--- src/rtl/muldiv_pkg.sv ---
// Shared types and constants for the multi-cycle multiply/divide unit.
package muldiv_pkg;

  localparam int unsigned MULDIV_WIDTH = 8;
  localparam int unsigned ITER = MULDIV_WIDTH;
  localparam logic [MULDIV_WIDTH-1:0] DIV_ZERO_Q = 8'hFF;

  typedef enum logic [1:0] {
    OpMulLo = 2'b00,
    OpMulHi = 2'b01,
    OpDivQ  = 2'b10,
    OpDivR  = 2'b11
  } op_e;

  typedef enum logic [1:0] {
    StIdle = 2'b00,
    StRun  = 2'b01,
    StWb   = 2'b10
  } state_e;

  function automatic logic op_is_div(op_e op);
    return (op == OpDivQ) || (op == OpDivR);
  endfunction

endpackage

--- src/rtl/muldiv_if.sv ---
// Request and register-file write-back bundle of the multiply/divide unit.
interface muldiv_if
  import muldiv_pkg::*;
#(
  parameter int unsigned WIDTH = MULDIV_WIDTH
) ();

  logic             start;
  op_e              op;
  logic [WIDTH-1:0] a;
  logic [WIDTH-1:0] b;
  logic [1:0]       dest;
  logic             busy;
  logic             wb_en;
  logic [1:0]       wb_reg;
  logic [WIDTH-1:0] wb_data;
  logic             div_by_zero;

  modport master (
    output start, op, a, b, dest,
    input  busy, wb_en, wb_reg, wb_data, div_by_zero
  );

  modport slave (
    input  start, op, a, b, dest,
    output busy, wb_en, wb_reg, wb_data, div_by_zero
  );

endinterface

--- src/rtl/muldiv_unit.sv ---
// Iterative unsigned multiply (shift-add) / divide (restoring) unit with one-cycle write-back.
// Define MULDIV_DIV_EN to include the divide datapath; otherwise divide requests are ignored.
module muldiv_unit
  import muldiv_pkg::*;
#(
  parameter int unsigned WIDTH = MULDIV_WIDTH
) (
  input logic     clk,
  input logic     reset,
  muldiv_if.slave bus
);

  localparam int unsigned CntW = $clog2(WIDTH);

  state_e             state_q, state_d;
  logic [CntW-1:0]    cnt_q, cnt_d;
  logic [2*WIDTH-1:0] acc_q, acc_d;
  logic [WIDTH-1:0]   a_q, a_d;
  logic [WIDTH-1:0]   b_q, b_d;
  op_e                op_q, op_d;
  logic [1:0]         dest_q, dest_d;
  logic               wb_en_q, wb_en_d;
  logic [1:0]         wb_reg_q, wb_reg_d;
  logic [WIDTH-1:0]   wb_data_q, wb_data_d;

  logic               accept;
  logic               last_iter;
  logic [CntW-1:0]    bit_idx;
  logic [2*WIDTH-1:0] mul_step;
  logic [2*WIDTH-1:0] iter_step;
  logic [WIDTH-1:0]   result;

  // Operand bits are consumed MSB first, so the latched operands never shift.
  assign bit_idx   = CntW'(WIDTH - 1) - cnt_q;
  assign last_iter = (cnt_q == CntW'(WIDTH - 1));
  assign mul_step  = (acc_q << 1) + {{WIDTH{1'b0}}, a_q & {WIDTH{b_q[bit_idx]}}};

`ifdef MULDIV_DIV_EN
  logic               dbz_q, dbz_d;
  logic               b_zero;
  logic [WIDTH:0]     rem_sh;
  logic               rem_ge;
  logic [WIDTH-1:0]   rem_next;
  logic [2*WIDTH-1:0] div_step;

  // Upper half holds the partial remainder, lower half collects quotient bits.
  assign b_zero    = (b_q == '0);
  assign rem_sh    = {acc_q[2*WIDTH-1:WIDTH], a_q[bit_idx]};
  assign rem_ge    = (rem_sh >= {1'b0, b_q});
  assign rem_next  = rem_ge ? WIDTH'(rem_sh - {1'b0, b_q}) : rem_sh[WIDTH-1:0];
  assign div_step  = {rem_next, acc_q[WIDTH-2:0], rem_ge};
  assign iter_step = op_is_div(op_q) ? div_step : mul_step;
  assign accept    = bus.start;
`else
  assign iter_step = mul_step;
  assign accept    = bus.start && !op_is_div(bus.op);
`endif

  always_comb begin
    result = mul_step[WIDTH-1:0];
    unique case (op_q)
      OpMulLo: result = mul_step[WIDTH-1:0];
      OpMulHi: result = mul_step[2*WIDTH-1:WIDTH];
`ifdef MULDIV_DIV_EN
      OpDivQ:  result = b_zero ? WIDTH'(DIV_ZERO_Q) : div_step[WIDTH-1:0];
      OpDivR:  result = div_step[2*WIDTH-1:WIDTH];
`endif
      default: ;
    endcase
  end

  always_comb begin
    state_d   = state_q;
    cnt_d     = cnt_q;
    acc_d     = acc_q;
    a_d       = a_q;
    b_d       = b_q;
    op_d      = op_q;
    dest_d    = dest_q;
    wb_en_d   = 1'b0;
    wb_reg_d  = '0;
    wb_data_d = '0;
`ifdef MULDIV_DIV_EN
    dbz_d     = 1'b0;
`endif
    unique case (state_q)
      StIdle: begin
        if (accept) begin
          a_d     = bus.a;
          b_d     = bus.b;
          op_d    = bus.op;
          dest_d  = bus.dest;
          acc_d   = '0;
          cnt_d   = '0;
          state_d = StRun;
        end
      end
      StRun: begin
        acc_d = iter_step;
        cnt_d = cnt_q + 1'b1;
        // Write-back outputs are registered, so load them on the final iteration.
        if (last_iter) begin
          state_d   = StWb;
          wb_en_d   = 1'b1;
          wb_reg_d  = dest_q;
          wb_data_d = result;
`ifdef MULDIV_DIV_EN
          dbz_d     = op_is_div(op_q) && b_zero;
`endif
        end
      end
      StWb: state_d = StIdle;
      default: state_d = StIdle;
    endcase
  end

  always_ff @(posedge clk or posedge reset) begin
    if (reset) begin
      state_q   <= StIdle;
      cnt_q     <= '0;
      acc_q     <= '0;
      a_q       <= '0;
      b_q       <= '0;
      op_q      <= OpMulLo;
      dest_q    <= '0;
      wb_en_q   <= 1'b0;
      wb_reg_q  <= '0;
      wb_data_q <= '0;
    end else begin
      state_q   <= state_d;
      cnt_q     <= cnt_d;
      acc_q     <= acc_d;
      a_q       <= a_d;
      b_q       <= b_d;
      op_q      <= op_d;
      dest_q    <= dest_d;
      wb_en_q   <= wb_en_d;
      wb_reg_q  <= wb_reg_d;
      wb_data_q <= wb_data_d;
    end
  end

`ifdef MULDIV_DIV_EN
  always_ff @(posedge clk or posedge reset) begin
    if (reset) begin
      dbz_q <= 1'b0;
    end else begin
      dbz_q <= dbz_d;
    end
  end

  assign bus.div_by_zero = dbz_q;
`else
  assign bus.div_by_zero = 1'b0;
`endif

  assign bus.busy    = (state_q != StIdle);
  assign bus.wb_en   = wb_en_q;
  assign bus.wb_reg  = wb_reg_q;
  assign bus.wb_data = wb_data_q;

endmodule

--- src/flat_wrapper.sv ---
// flat-port wrapper written by rule: the top's interface ports become plain ports
module muldiv_unit_flat import muldiv_pkg::*;
#(
  parameter int unsigned WIDTH = MULDIV_WIDTH
)
  (clk, reset, bus_start, bus_op, bus_a, bus_b, bus_dest, bus_busy, bus_wb_en, bus_wb_reg, bus_wb_data, bus_div_by_zero);
  muldiv_if #(.WIDTH(WIDTH)) bus_i ();
  input logic clk;
  input logic reset;
  input wire logic [$bits(bus_i.start)-1:0] bus_start;
  input wire logic [$bits(bus_i.op)-1:0] bus_op;
  input wire logic [$bits(bus_i.a)-1:0] bus_a;
  input wire logic [$bits(bus_i.b)-1:0] bus_b;
  input wire logic [$bits(bus_i.dest)-1:0] bus_dest;
  output wire logic [$bits(bus_i.busy)-1:0] bus_busy;
  output wire logic [$bits(bus_i.wb_en)-1:0] bus_wb_en;
  output wire logic [$bits(bus_i.wb_reg)-1:0] bus_wb_reg;
  output wire logic [$bits(bus_i.wb_data)-1:0] bus_wb_data;
  output wire logic [$bits(bus_i.div_by_zero)-1:0] bus_div_by_zero;
  assign bus_i.start = bus_start;
  assign bus_i.op = bus_op;
  assign bus_i.a = bus_a;
  assign bus_i.b = bus_b;
  assign bus_i.dest = bus_dest;
  assign bus_busy = bus_i.busy;
  assign bus_wb_en = bus_i.wb_en;
  assign bus_wb_reg = bus_i.wb_reg;
  assign bus_wb_data = bus_i.wb_data;
  assign bus_div_by_zero = bus_i.div_by_zero;
  muldiv_unit #(.WIDTH(WIDTH)) u_core (.clk(clk), .reset(reset), .bus(bus_i));
endmodule
--- config.mk ---
export PLATFORM = sky130hd
export DESIGN_NAME = muldiv_unit_flat
export DESIGN_NICKNAME = d
export VERILOG_FILES = /design/src/rtl/muldiv_pkg.sv /design/src/rtl/muldiv_if.sv /design/src/rtl/muldiv_unit.sv /design/src/flat_wrapper.sv
export SDC_FILE = /design/constraint.sdc
export NUM_CORES = 1
export LEC_CHECK = 0
export ABC_AREA = 1
export CORE_MARGIN = 10
export CORE_UTILIZATION = 39
export DETAILED_ROUTE_END_ITERATION = 8
export SYNTH_ARGS = -nofsm -noshare
export SYNTH_HDL_FRONTEND = slang
export SYNTH_SLANG_ARGS = --single-unit
--- constraint.sdc ---
create_clock -name clk -period 4.9 [get_ports clk]
set_input_delay 0.735 -clock clk [delete_from_list [all_inputs] [get_ports clk]]
set_output_delay 0.735 -clock clk [all_outputs]
set_load 0.05 [all_outputs]
==> out/qor.csv, run 1 <==
metric,value,unit
status,finished clean,
DRT Pass-1 Iters,5,
"most common cell after layout, fill and taps aside",nand2_1,
Die Y,103,um
post-synth top area cell,dfrtp_1,
period utilization,0.529,
Slew Limit Fails,0,
vias,2231,
RSZ-0062 raised after global routing,false,
Setup CP Type,register to register,
htree depth,2,
RD Place Congestion,0.897,
Place WS,2.32,ns
cells after synthesis,354,
clk_lat worst skew,0.31,ns
Worst Tran Pin Value,1.06,ns
top area cells in the synthesized netlist,"dfrtp_1, nand2_1, inv_1",
post-DP HPWL,4.85,mm
skew final,0.00713,ns
Biggest register,u_core.acc_q,
remaining antenna violation count,0,
first-pass GRT wire length,11.0,mm
wire length per cell,13.7,um
clk sink count,51,
Max stage delay on crit path,0.49,ns
vias in the first global route,2222,
Initial Util,0.400,
Critical Path AT,2.80,ns
synthesized cell area,2700,um^2
highest-count cells in the layout ignoring fill and taps,"nand2_1, inv_1, dfrtp_1, clkdlybuf4s50_1, o21ai_0",
sequential fraction of the synthesis area,0.472,
number of port buffers,34,
final worst path period need,2.59,ns
routed wire length,6.42,mm
Buf/Inv on CP,1,
Rel. slew slack,0.288,
Finish-stage setup viols,0,
CORE AREA,6760,um^2
Global Route Usage Sum,0.132,
proportion of layout cells with a drive suffix above 1,0.0694,
site row count,30,
Min-Delay Path Class,register to register,
root buffer cell,clkbuf_8,
post-CTS setup buffer count,0,
Post-Place Cell Area,3110,um^2
die area,10700,um^2
Crit. End Element,register,
DRC Markers,0,
syn avg cell area,7.63,um^2
Yosys reg bits,51,
# diodes,0,
WHS,0.498,ns
"CP delay by family, top",simple AND/OR/NAND/NOR gates,
Setup TNS,0,ns
Yosys warning count,0,
Area Growth Syn to Fin,19.5,%
Static Leak,1.68,nW
final hold vios,0,
crit path max-delay cell type,dfrtp_1,
crit-path cells,o21ai_0 -> nand3_1 -> nand2_1 -> nor2_1 -> ha_1 -> fa_1 -> nand2_1 -> nand2_1 -> nand3_1 -> nand2_1 -> nand2_1 -> nand2_1 -> nand2_1 -> nand3_1 -> nand2_1 -> inv_1,
number of buffers created by CTS,5,
drt via density,4.76,
Syn Nets,387,
IO Pins,36,
total design power,1.96,mW
initial antenna violation count,0,
grt total ovfl,0,
CTS tree,done,
final net count,421,
Horiz. Die Dim,103,um
area share of the largest cell type after synthesis,0.472,
worst setup margin,2.31,ns
f_max,386,MHz
largest net degree at the start of global routing,52,
max reg flops,15,
crit-path most repeated cell,nand2_1,
crit-path max FO,11,
hold-fix buffer count after cts,0,
Clock Pin Slew Worst Setup and Hold Paths,0.10,ns
CTS Buffer Depth,2,
Worst VDD drop,342,uV
final instance area,3230,um^2
PD cells,606,nW/um^2
"Req. time, crit path",5.11,ns
post-CTS sizing,0,
"Distinct cells, synth",28,
Max Cap Viol,0,
crit path launch type,register,
1st-iter DRT viols,124,
## layout make-up
type	count	area [um^2]
Inverter	59	221
Clock inverter	2	38.8
Multi-Input combinational cell	236	1160
Clock buffer	6	82.6
Timing Repair Buffer	35	348
Sequential cell	51	1280
Tap cell	80	100
Fill cell	704	3530
## kinds of logic (layout without fill, tap and decap cells)
group                      after synthesis  in the layout  synth area share
adders and majority gates               10             10            0.0491
xor gates and xnor gates                 4              4            0.0130
and+or+nand+nor                        175            175             0.273
other                                    1              1           0.00139
AOI/OAI and AO/OA                       46             46            0.0931
DFF                                     51             51             0.472
buffers and inverters                   67            102            0.0982
## metal layers
layer	GRT usage	share of wire	up-vias
met5	0	0	-
met4	0.0385	0.014	0
met1	0.183	0.49	1026
li1	-	-	1160
met2	0.202	0.45	37
met3	0.0272	0.039	8
## power by group
group	leakage [nW]	internal (mW)	switching [mW]	total (mW)
logic	0.964	0.325	0.633	0.959
clock network	0.0618	0.168	0.147	0.315
registers	0.656	0.575	0.106	0.681
## cells in the mapped netlist, drive strengths merged
cell type,instances
ha,9
o211ai,2
nand4,2
nor3,1
xor2,2
dfrtp,51
a21oi,10
nand3b,1
nand2,119
inv,59
conb,1
buf,7
xnor2,2
nor2,28
nand3,24
clkbuf,1
a22o,2
fa,1
o21ai,30
a21o,1
a21boi,1
## through the flow
| stage | cells | utilization |
|---|---|---|
| 2_1_floorplan | 354 | - |
| 3_3_place_gp | 461 | 0.460 |
| 3_5_place_dp | 461 | 0.460 |
| 4_1_cts | 469 | 0.478 |
| 5_1_grt | 469 | 0.478 |
| 6_report | 469 | 0.478 |
## worst paths after layout
kind | startpoint | end | slack, ns | cells after the start
setup / recovery | u_core.cnt_q[0] | u_core.bus.wb_data[3] | 2.31 | 16
hold / removal | u_core.dest_q[1] | u_core.bus.wb_reg[1] | 0.50 | 2
setup reg to reg | u_core.cnt_q[0] | u_core.bus.wb_data[3] | 2.31 | 16
hold reg to reg | u_core.dest_q[1] | u_core.bus.wb_reg[1] | 0.50 | 2
max in group asynchronous | reset | u_core.acc_q[6] | 3.57 | 3
min in group asynchronous | reset | u_core.bus.wb_en | 0.89 | 3
## tightest hold or removal path: stages (launching register included)
cell and delay (ns):
dfrtp_1 0.34, inv_1 0.05, nor2_1 0.08
No activity file was read; power rests on OpenSTA's default activity.
==> run 2, diff against run 1 <==
clock period = 2.5 ns   (was 4.9 ns; I/O delays follow)
==> out/qor.csv, run 2 (synthesis gave the netlist of run 1 again) <==
metric,value,unit
status,finished clean,
Max Cap Viol,0,
crit path launch type,register,
largest net degree at the start of global routing,52,
site row count,30,
Finished Core Util,0.504,
fin cells,476,
placed cell count,465,
drt via density,4.76,
met3 Usage GRT,0.0239,
root buffer cell,clkbuf_8,
Global Route Usage Sum,0.128,
max reg flops,15,
first-pass GRT wire length,10.9,mm
htree depth,2,
routed wire length,6.51,mm
"Req. time, crit path",2.71,ns
# diodes,0,
RD Place Congestion,0.908,
number of port buffers,34,
Post-Place Cell Area,3140,um^2
"CP delay by family, top",simple AND/OR/NAND/NOR gates,
final instance area,3400,um^2
final worst path period need,2.30,ns
CORE AREA,6760,um^2
post-DP HPWL,4.86,mm
crit-path max FO,7,
crit path max-delay cell type,dfrtp_2,
clk sink count,51,
f_max,434,MHz
Critical Path AT,2.52,ns
busiest metal layer after global routing,met2,
Static Leak,1.71,nW
Die Y,103,um
initial antenna violation count,0,
clk_lat worst skew,0.31,ns
Max stage delay on crit path,0.46,ns
CTS tree,done,
die area,10700,um^2
vias in the first global route,2313,
Slew Limit Fails,0,
crit-path cells,buf_6 -> nand2_1 -> o211ai_1 -> nand3_1 -> nand2_2 -> buf_6 -> nor2_2 -> ha_4 -> nand2_1 -> nand2_2 -> nand2_1 -> nand2_1 -> inv_1 -> nand2_1 -> nand2_1 -> nand2_1 -> nor2_1 -> nor2_1,
area of the multi-input gates,1310,um^2
proportion of layout cells with a drive suffix above 1,0.172,
Finish-stage setup viols,0,
CTS Buffer Depth,2,
Buf/Inv on CP,3,
WHS,0.497,ns
final hold vios,0,
1st-iter DRT viols,110,
grt total ovfl,0,
hold-fix buffer count after cts,0,
Area Growth Syn to Fin,26.0,%
met1 GRT Util,0.173,
RSZ-0062 raised after global routing,true,
Worst VDD drop,535,uV
Clock Pin Slew Worst Setup and Hold Paths,0.10,ns
skew final,0.0115,ns
Layout fillers,674,
Min-Delay Path Class,register to register,
PD cells,1210,nW/um^2
DRT Pass-1 Iters,4,
Worst Tran Pin Value,0.646,ns
"most common cell after layout, fill and taps aside",nand2_1,
wire length per cell,13.7,um
number of buffers created by CTS,5,
Sequential Area,1280,um^2
Biggest register,u_core.acc_q,
DRC Markers,0,
vias,2266,
Crit. End Element,register,
remaining antenna violation count,0,
crit-path most repeated cell,nand2_1,
final net count,428,
Rel. slew slack,0.569,
met2 Usage GRT,0.204,
IO Pins,36,
highest-count cells in the layout ignoring fill and taps,"nand2_1, inv_1, dfrtp_1, clkdlybuf4s50_1, o21ai_0",
Horiz. Die Dim,103,um
Initial Util,0.400,
Setup CP Type,register to register,
period utilization,0.922,
## run 2: changes by cell type in the layout (fill, tap and decap cells not counted), moves of 4 or more
cell	before	now
ha_1	9	5
nor2_1	23	17
buf_4	1	6
nor2_2	4	8
nand2_1	112	98
nand2_2	7	20
## run 2: final cells by class
type                       count  area share
clock inverter                 3     0.00698
multi-input combinational    236       0.383
sequential                    51       0.375
inverter                      59      0.0650
timing repair buffer          42       0.120
clock buffer                   5      0.0202
tap                           80      0.0294
## run 2: timing repair
item                       4_1_cts  5_1_grt
resized for setup                0       46
buffers inserted                 0        3
setup endpoints to repair        0       18
## run 2: worst register-to-register path: cells and delay by family (launching register included)
family	cells	cell delay, ns
buffers and inverters	3	0.35
AO/OA/AOI/OAI	1	0.08
flip-flops	1	0.46
AND/OR/NAND/NOR	13	1.08
adder cells (fa/ha/maj)	1	0.25
## run 2: metrics by stage
step           power (mW)  TNS, ns  setup WS [ns]
2_1_floorplan        2.73        0          0.180
3_3_place_gp         3.26        0          0.141
3_5_place_dp         3.29        0         0.0565
4_1_cts              3.80        0         0.0165
5_1_grt              4.51  -0.0324        -0.0158
6_report             4.12        0          0.195
## run 2: worst paths after layout
| check | startpoint | end | slack (ns) | depth (start not counted) |
|---|---|---|---|---|
| worst max-delay path | u_core.cnt_q[0] | u_core.bus.wb_data[0] | 0.20 | 18 |
| worst min-delay path | u_core.b_q[7] | u_core.b_q[7] | 0.50 | 2 |
| worst max register to register | u_core.cnt_q[0] | u_core.bus.wb_data[0] | 0.20 | 18 |
| worst min register to register | u_core.b_q[7] | u_core.b_q[7] | 0.50 | 2 |
| max in group asynchronous | reset | u_core.cnt_q[0] | 1.49 | 3 |
| min in group asynchronous | reset | u_core.bus.wb_en | 0.55 | 3 |
## run 2: report_power, final
part | switching, mW | total, mW | internal (mW)
Clock | 0.298 | 0.501 | 0.203
Combinational | 1.42 | 2.29 | 0.862
Sequential | 0.202 | 1.33 | 1.13
Total | 1.92 | 4.12 | 2.19
## run 2: layer usage
metal | wire length [um] | vias to the layer above | part of all wire
met5 | 0 | - | 0
met4 | 78 | 0 | 0.012
met3 | 196 | 6 | 0.030
met2 | 3100 | 28 | 0.48
met1 | 3140 | 1059 | 0.48
li1 | - | 1173 | -
